`src/rtl/led_meter_pkg.sv`:
```
// Shared constants and FSM encoding for the LED PWM duty meter.
package led_meter_pkg;

    localparam int unsigned NUM_CH         = 4;
    localparam int unsigned CNT_WIDTH_DEF  = 20;
    localparam int unsigned PERIOD_MAX_DEF = 1000000;

    typedef logic [1:0] state_t;

    localparam state_t ST_IDLE    = 2'd0;
    localparam state_t ST_MEASURE = 2'd1;
    localparam state_t ST_STUCK   = 2'd2;

endpackage

```
`src/rtl/led_duty_chan.sv`:
```
// One channel of the duty meter: synchronizer, rise detect, period/high counters,
// latched result and a one-cycle valid strobe per new result.
module led_duty_chan
    import led_meter_pkg::*;
#(
    parameter int unsigned cnt_width  = CNT_WIDTH_DEF,
    parameter int unsigned period_max = PERIOD_MAX_DEF
) (
    input  logic                 clk,
    input  logic                 rst,
    input  logic                 led,
    output logic                 valid,
    output logic [cnt_width-1:0] period,
    output logic [cnt_width-1:0] high,
    output logic                 stuck
);

    localparam logic [cnt_width-1:0] PMAX = cnt_width'(period_max);
    localparam logic [cnt_width-1:0] ONE  = cnt_width'(1);

    logic                 sync_q1;
    logic                 sync;
    logic                 sync_d;
    logic                 rise_c;

    state_t               state;
    state_t               state_nxt;
    logic [cnt_width-1:0] cnt;
    logic [cnt_width-1:0] cnt_nxt;
    logic [cnt_width-1:0] hcnt;
    logic [cnt_width-1:0] hcnt_nxt;
    logic [cnt_width-1:0] period_nxt;
    logic [cnt_width-1:0] high_nxt;
    logic                 stuck_nxt;
    logic                 valid_nxt;

    // Two-flop synchronizer plus one delay stage for edge detection.
    always_ff @(posedge clk or posedge rst) begin
        if (rst) begin
            sync_q1 <= 1'b0;
            sync    <= 1'b0;
            sync_d  <= 1'b0;
        end else begin
            sync_q1 <= led;
            sync    <= sync_q1;
            sync_d  <= sync;
        end
    end

    assign rise_c = sync & ~sync_d;

    // Next-state, counter and result logic; a rise always beats the timeout.
    always_comb begin
        state_nxt  = state;
        cnt_nxt    = cnt;
        hcnt_nxt   = hcnt;
        period_nxt = period;
        high_nxt   = high;
        stuck_nxt  = stuck;
        valid_nxt  = 1'b0;

        case (state)
            ST_IDLE: begin
                if (rise_c) begin
                    state_nxt = ST_MEASURE;
                    cnt_nxt   = ONE;
                    hcnt_nxt  = ONE;
                end else if (cnt == PMAX) begin
                    state_nxt  = ST_STUCK;
                    period_nxt = '0;
                    high_nxt   = sync ? PMAX : '0;
                    stuck_nxt  = 1'b1;
                    valid_nxt  = 1'b1;
                end else begin
                    cnt_nxt = cnt + ONE;
                end
            end
            ST_MEASURE: begin
                if (rise_c) begin
                    period_nxt = cnt;
                    high_nxt   = hcnt;
                    valid_nxt  = 1'b1;
                    cnt_nxt    = ONE;
                    hcnt_nxt   = ONE;
                end else if (cnt == PMAX) begin
                    state_nxt  = ST_STUCK;
                    period_nxt = '0;
                    high_nxt   = sync ? PMAX : '0;
                    stuck_nxt  = 1'b1;
                    valid_nxt  = 1'b1;
                end else begin
                    cnt_nxt  = cnt + ONE;
                    hcnt_nxt = hcnt + cnt_width'(sync);
                end
            end
            ST_STUCK: begin
                if (rise_c) begin
                    state_nxt = ST_MEASURE;
                    cnt_nxt   = ONE;
                    hcnt_nxt  = ONE;
                    stuck_nxt = 1'b0;
                end
            end
            default: begin
                state_nxt = ST_IDLE;
            end
        endcase
    end

    // State, counters and latched results.
    always_ff @(posedge clk or posedge rst) begin
        if (rst) begin
            state  <= ST_IDLE;
            cnt    <= '0;
            hcnt   <= '0;
            period <= '0;
            high   <= '0;
            stuck  <= 1'b0;
            valid  <= 1'b0;
        end else begin
            state  <= state_nxt;
            cnt    <= cnt_nxt;
            hcnt   <= hcnt_nxt;
            period <= period_nxt;
            high   <= high_nxt;
            stuck  <= stuck_nxt;
            valid  <= valid_nxt;
        end
    end

endmodule

```
`src/rtl/led_duty_meter.sv`:
```
// Four-channel LED PWM period/high-time meter with registered readback.
module led_duty_meter
    import led_meter_pkg::*;
#(
    parameter int unsigned cnt_width  = CNT_WIDTH_DEF,
    parameter int unsigned period_max = PERIOD_MAX_DEF
) (
    input  logic                 clk_out,
    input  logic                 rst,
    input  logic [3:0]           led,
    input  logic [1:0]           rd_sel,
    output logic [3:0]           meas_valid,
    output logic [cnt_width-1:0] rd_period,
    output logic [cnt_width-1:0] rd_high,
    output logic                 rd_stuck
);

    logic [cnt_width-1:0] ch_period [NUM_CH];
    logic [cnt_width-1:0] ch_high   [NUM_CH];
    logic [NUM_CH-1:0]    ch_stuck;
    logic [NUM_CH-1:0]    ch_valid;

    for (genvar g = 0; g < NUM_CH; g++) begin : g_chan
        led_duty_chan #(
            .cnt_width  (cnt_width),
            .period_max (period_max)
        ) u_chan (
            .clk    (clk_out),
            .rst    (rst),
            .led    (led[g]),
            .valid  (ch_valid[g]),
            .period (ch_period[g]),
            .high   (ch_high[g]),
            .stuck  (ch_stuck[g])
        );
    end

    assign meas_valid = ch_valid;

    // Registered readback mux of the selected channel's latched result.
    always_ff @(posedge clk_out or posedge rst) begin
        if (rst) begin
            rd_period <= '0;
            rd_high   <= '0;
            rd_stuck  <= 1'b0;
        end else begin
            rd_period <= ch_period[rd_sel];
            rd_high   <= ch_high[rd_sel];
            rd_stuck  <= ch_stuck[rd_sel];
        end
    end

endmodule

```
`config.mk`:
```
export PLATFORM = sky130hd
export DESIGN_NAME = led_duty_meter
export DESIGN_NICKNAME = d
export VERILOG_FILES = /design/src/rtl/led_meter_pkg.sv /design/src/rtl/led_duty_chan.sv /design/src/rtl/led_duty_meter.sv
export SDC_FILE = /design/constraint.sdc
export NUM_CORES = 1
export LEC_CHECK = 0
export ABC_AREA = 1
export ABC_CLOCK_PERIOD_IN_PS = 2900
export CORE_ASPECT_RATIO = 1.4
export CORE_MARGIN = 2
export CORE_UTILIZATION = 25
export CTS_BUF_LIST = sky130_fd_sc_hd__clkbuf_8
export DETAILED_ROUTE_END_ITERATION = 10
export HOLD_SLACK_MARGIN = 0.08
export PLACE_DENSITY = 0.42
export SYNTH_ARGS = -nofsm -noshare
export SYNTH_HDL_FRONTEND = slang
export SYNTH_HIERARCHICAL = 1
export SYNTH_SLANG_ARGS = --single-unit
```
`constraint.sdc`:
```
create_clock -name clk_out -period 2.9 [get_ports clk_out]
set_input_delay 0.58 -clock clk_out [delete_from_list [all_inputs] [get_ports clk_out]]
set_output_delay 0.58 -clock clk_out [all_outputs]
set_load 0.1 [all_outputs]
```
==> results.cfg <==
[outcome]
outcome = complete, no violations

[global_route]
grt_use_total = 0.167
grt_pass1_wl_um = 116000
grt_max_degree = 72
grt_overflow = 0
antenna_found_initial = 1
grt_pass1_vias = 19600

[finish]
syn_to_final_growth_pct = 14.4
finalNetCount = 3119
fin_util = 0.289
layout-drive-gt1-share = 0.127
fin_area_um2 = 25200

[setup_path]
endpoint_kind = flop
cp_common_cell = nand2_1
r2r_end = g_chan[3].u_chan/period[14]
reg2reg_depth = 9
path_max_fanout = 41
max_stage_delay_ps = 480
worstPathArrival_ps = 2730
cp-start-kind = flop
cp_slowest_cell = nand2_2
worstPathCellList = inv_1 > ha_1 > nand4_1 > nor2_4 > nand3_2 > nand2_1 > nand2_2 > nand2_1 > o21ai_0
path_class = flop to flop
r2r_setup_slack_ps = 710
cp.required_ps = 3440
worstReg2RegStart = g_chan[3].u_chan/cnt[0]

[sta]
finalSetupTns_ps = 0
worst_pin_slew_ps = 848
fmax_mhz = 456
relSlewSlack = 0.433
hold_viol_final = 0
rsz0062_at_grt = false
finClkSkew_ps = 24.6
setup_viol = 0
slew_viol_final = 0
final.min_clock_period_ps = 2190
period_share = 0.756

[synthesis]
ys_seq_area_frac = 0.442
syn_nets = 3040
syn_area_um2 = 22000
avgSynthCellArea_um2 = 7.31
synthCells = 3016
yosysWarnings = 6
ys_ff_latch = 389
ys_types = 32

[clock_tree]
cts_root_buf = clkbuf_8
insertion_delay_ps = 670
ctsResizeCount = 0
postCtsHoldBufs = 0
clock-sinks = 389
cts_buffer_depth = 3
numCtsBuffers = 74
cts_tree = done
clk_pin_slew_worst_paths_ps = 60
post-cts-setup-buffers = 0
h-tree-depth = 3

[hold_path]
min_to = g_chan[2].u_chan/sync
hold_start = g_chan[2].u_chan/sync_q1
hold_path_class = flop to flop
hold-path-cell-count = 0

[power]
seqPwrFrac = 0.446
p_sw_frac = 0.334
powerDensity_nw_per_um2 = 558
comb_power_share = 0.166
switching_power_w = 0.00469
leakagePower_nw = 11.8
clkPwrFrac = 0.388
p_int_w = 0.00937
vdd_drop_max_mv = 0.351

[place]
place_area_um2 = 23800
hpwlAfterDp_um = 55300
portBuffers = 52
place_congestion = 0.877

[die]
pin_count = 53
core_um2 = 87100
dieArea_um2 = 90600
die_h_um = 355
rows = 128
die_x_um = 255
start_util = 0.253

[detailed_routing]
drc = 0
antenna_left = 0
post_drt_via_cell_ratio = 4.50
routedWlPerCell_um = 17.2
drt_iter0_drc = 1264
drt-total-wl_um = 74400
num_vias = 19500
drt_first_pass_iters = 6

[run]
drv_cap = 0
## worst max-delay path, delay by kind of cell, from the launching register on
kind / cells / cell delay [ps]
DFF: 1 / 420
buffers and inverters: 1 / 150
AOI/OAI and AO/OA: 1 / 100
adders and majority gates: 1 / 190
and+or+nand+nor: 6 / 1200
## power groups by stage
stage / clock [W] / combinational, W / sequential, W
after floorplan: 0 / 0.00127 / 0.00667
after global placement: 0 / 0.00236 / 0.00638
after detailed placement: 0 / 0.00237 / 0.00637
after CTS: 0.00567 / 0.00237 / 0.00628
after global routing: 0.00592 / 0.00260 / 0.00634
final: 0.00545 / 0.00233 / 0.00628
## stage by stage
step	total power (W)	hold WS (ps)	std cells	setup WS (ps)
after CTS	0.0143	298	4321	651
after floorplan	0.00794	331	3016	69.8
after global placement	0.00874	334	4189	698
after global routing	0.0149	355	4322	445
final	0.0141	345	4322	708
after detailed placement	0.00874	335	4189	667
## worst max path at each step
stage	startpoint	to	slack, ps	depth (start not counted)
6_report	g_chan[3].u_chan/cnt[0]	g_chan[3].u_chan/period[14]	710	9
5_1_grt	g_chan[3].u_chan/cnt[0]	g_chan[3].u_chan/period[1]	450	9
4_1_cts	g_chan[3].u_chan/cnt[0]	g_chan[3].u_chan/period[14]	650	9
3_5_place_dp	g_chan[3].u_chan/cnt[0]	g_chan[3].u_chan/period[10]	670	9
3_3_place_gp	g_chan[3].u_chan/cnt[0]	g_chan[3].u_chan/period[1]	700	9
2_1_floorplan	rst	g_chan[0].u_chan/cnt[0]	70	1
## final cells by class
class / instances / area [µm²]
fillers: 9860 / 61900
multi-input cells: 2118 / 10000
flip-flops and latches: 389 / 9730
inverters: 401 / 1510
well taps: 1170 / 1460
clock buffers: 89 / 1220
repair buffers: 111 / 1010
clock inverters: 43 / 224
diodes: 1 / 2.50
## flip-flops by register name, summed over array words and instances (netlist names), 8 cells and up
register	flops
g_chan.u_chan/cnt	80
g_chan.u_chan/hcnt	80
g_chan.u_chan/high	80
g_chan.u_chan/period	80
rd_high	20
rd_period	20
g_chan.u_chan/state	8
## cells in the mapped netlist (all sizes together)
| cell type | number | area share |
|---|---|---|
| a21oi | 4 | 0.00091 |
| and2 | 8 | 0.0023 |
| buf | 80 | 0.030 |
| clkbuf | 28 | 0.0048 |
| clkinv | 2 | 0.00040 |
| dfrtp | 389 | 0.44 |
| ha | 16 | 0.0091 |
| inv | 399 | 0.068 |
| nand2 | 969 | 0.17 |
| nand3 | 348 | 0.081 |
| nand4 | 46 | 0.015 |
| nor2 | 336 | 0.061 |
| nor3 | 32 | 0.0073 |
| nor3b | 12 | 0.0041 |
| nor4 | 16 | 0.0045 |
| o21ai | 281 | 0.082 |
| o31ai | 4 | 0.0014 |
| xor2 | 46 | 0.018 |
## routing by layer
layer	vias up	global-route usage	share of wire
met5	-	0	0
li1	9670	-	-
met3	103	0.0257	0.045
met4	0	0.0537	0.026
met2	346	0.293	0.51
met1	9339	0.207	0.42
## layout by cell type (no fill, tap or decap), types with 6 or more instances in the layout
master	Yosys	final
nand2_1	950	950
dfrtp_1	389	389
inv_1	358	380
nand3_1	341	341
nor2_1	324	324
o21ai_0	140	140
o21ai_2	94	94
buf_4	8	91
clkbuf_8	0	89
xor2_1	46	46
o21ai_1	43	43
inv_2	41	42
nand4_1	38	38
nor3_1	32	32
nor4_1	16	16
ha_1	16	16
clkinv_2	1	13
buf_12	0	13
nor3b_1	12	12
nand2_4	10	10
nor2_4	9	9
nand2_2	9	9
nand4_2	8	8
and2_1	8	8
nand3_2	7	7
clkdlybuf4s50_1	0	6
## cells by family after synthesis
kind of cell,after synthesis,synth area share
buf+inv,509,0.103
simple gates,1767,0.344
fa+ha+maj,16,0.00908
flops,389,0.442
compound gates,289,0.0841
xor+xnor,46,0.0183
No activity file was read; power rests on OpenSTA's default activity.
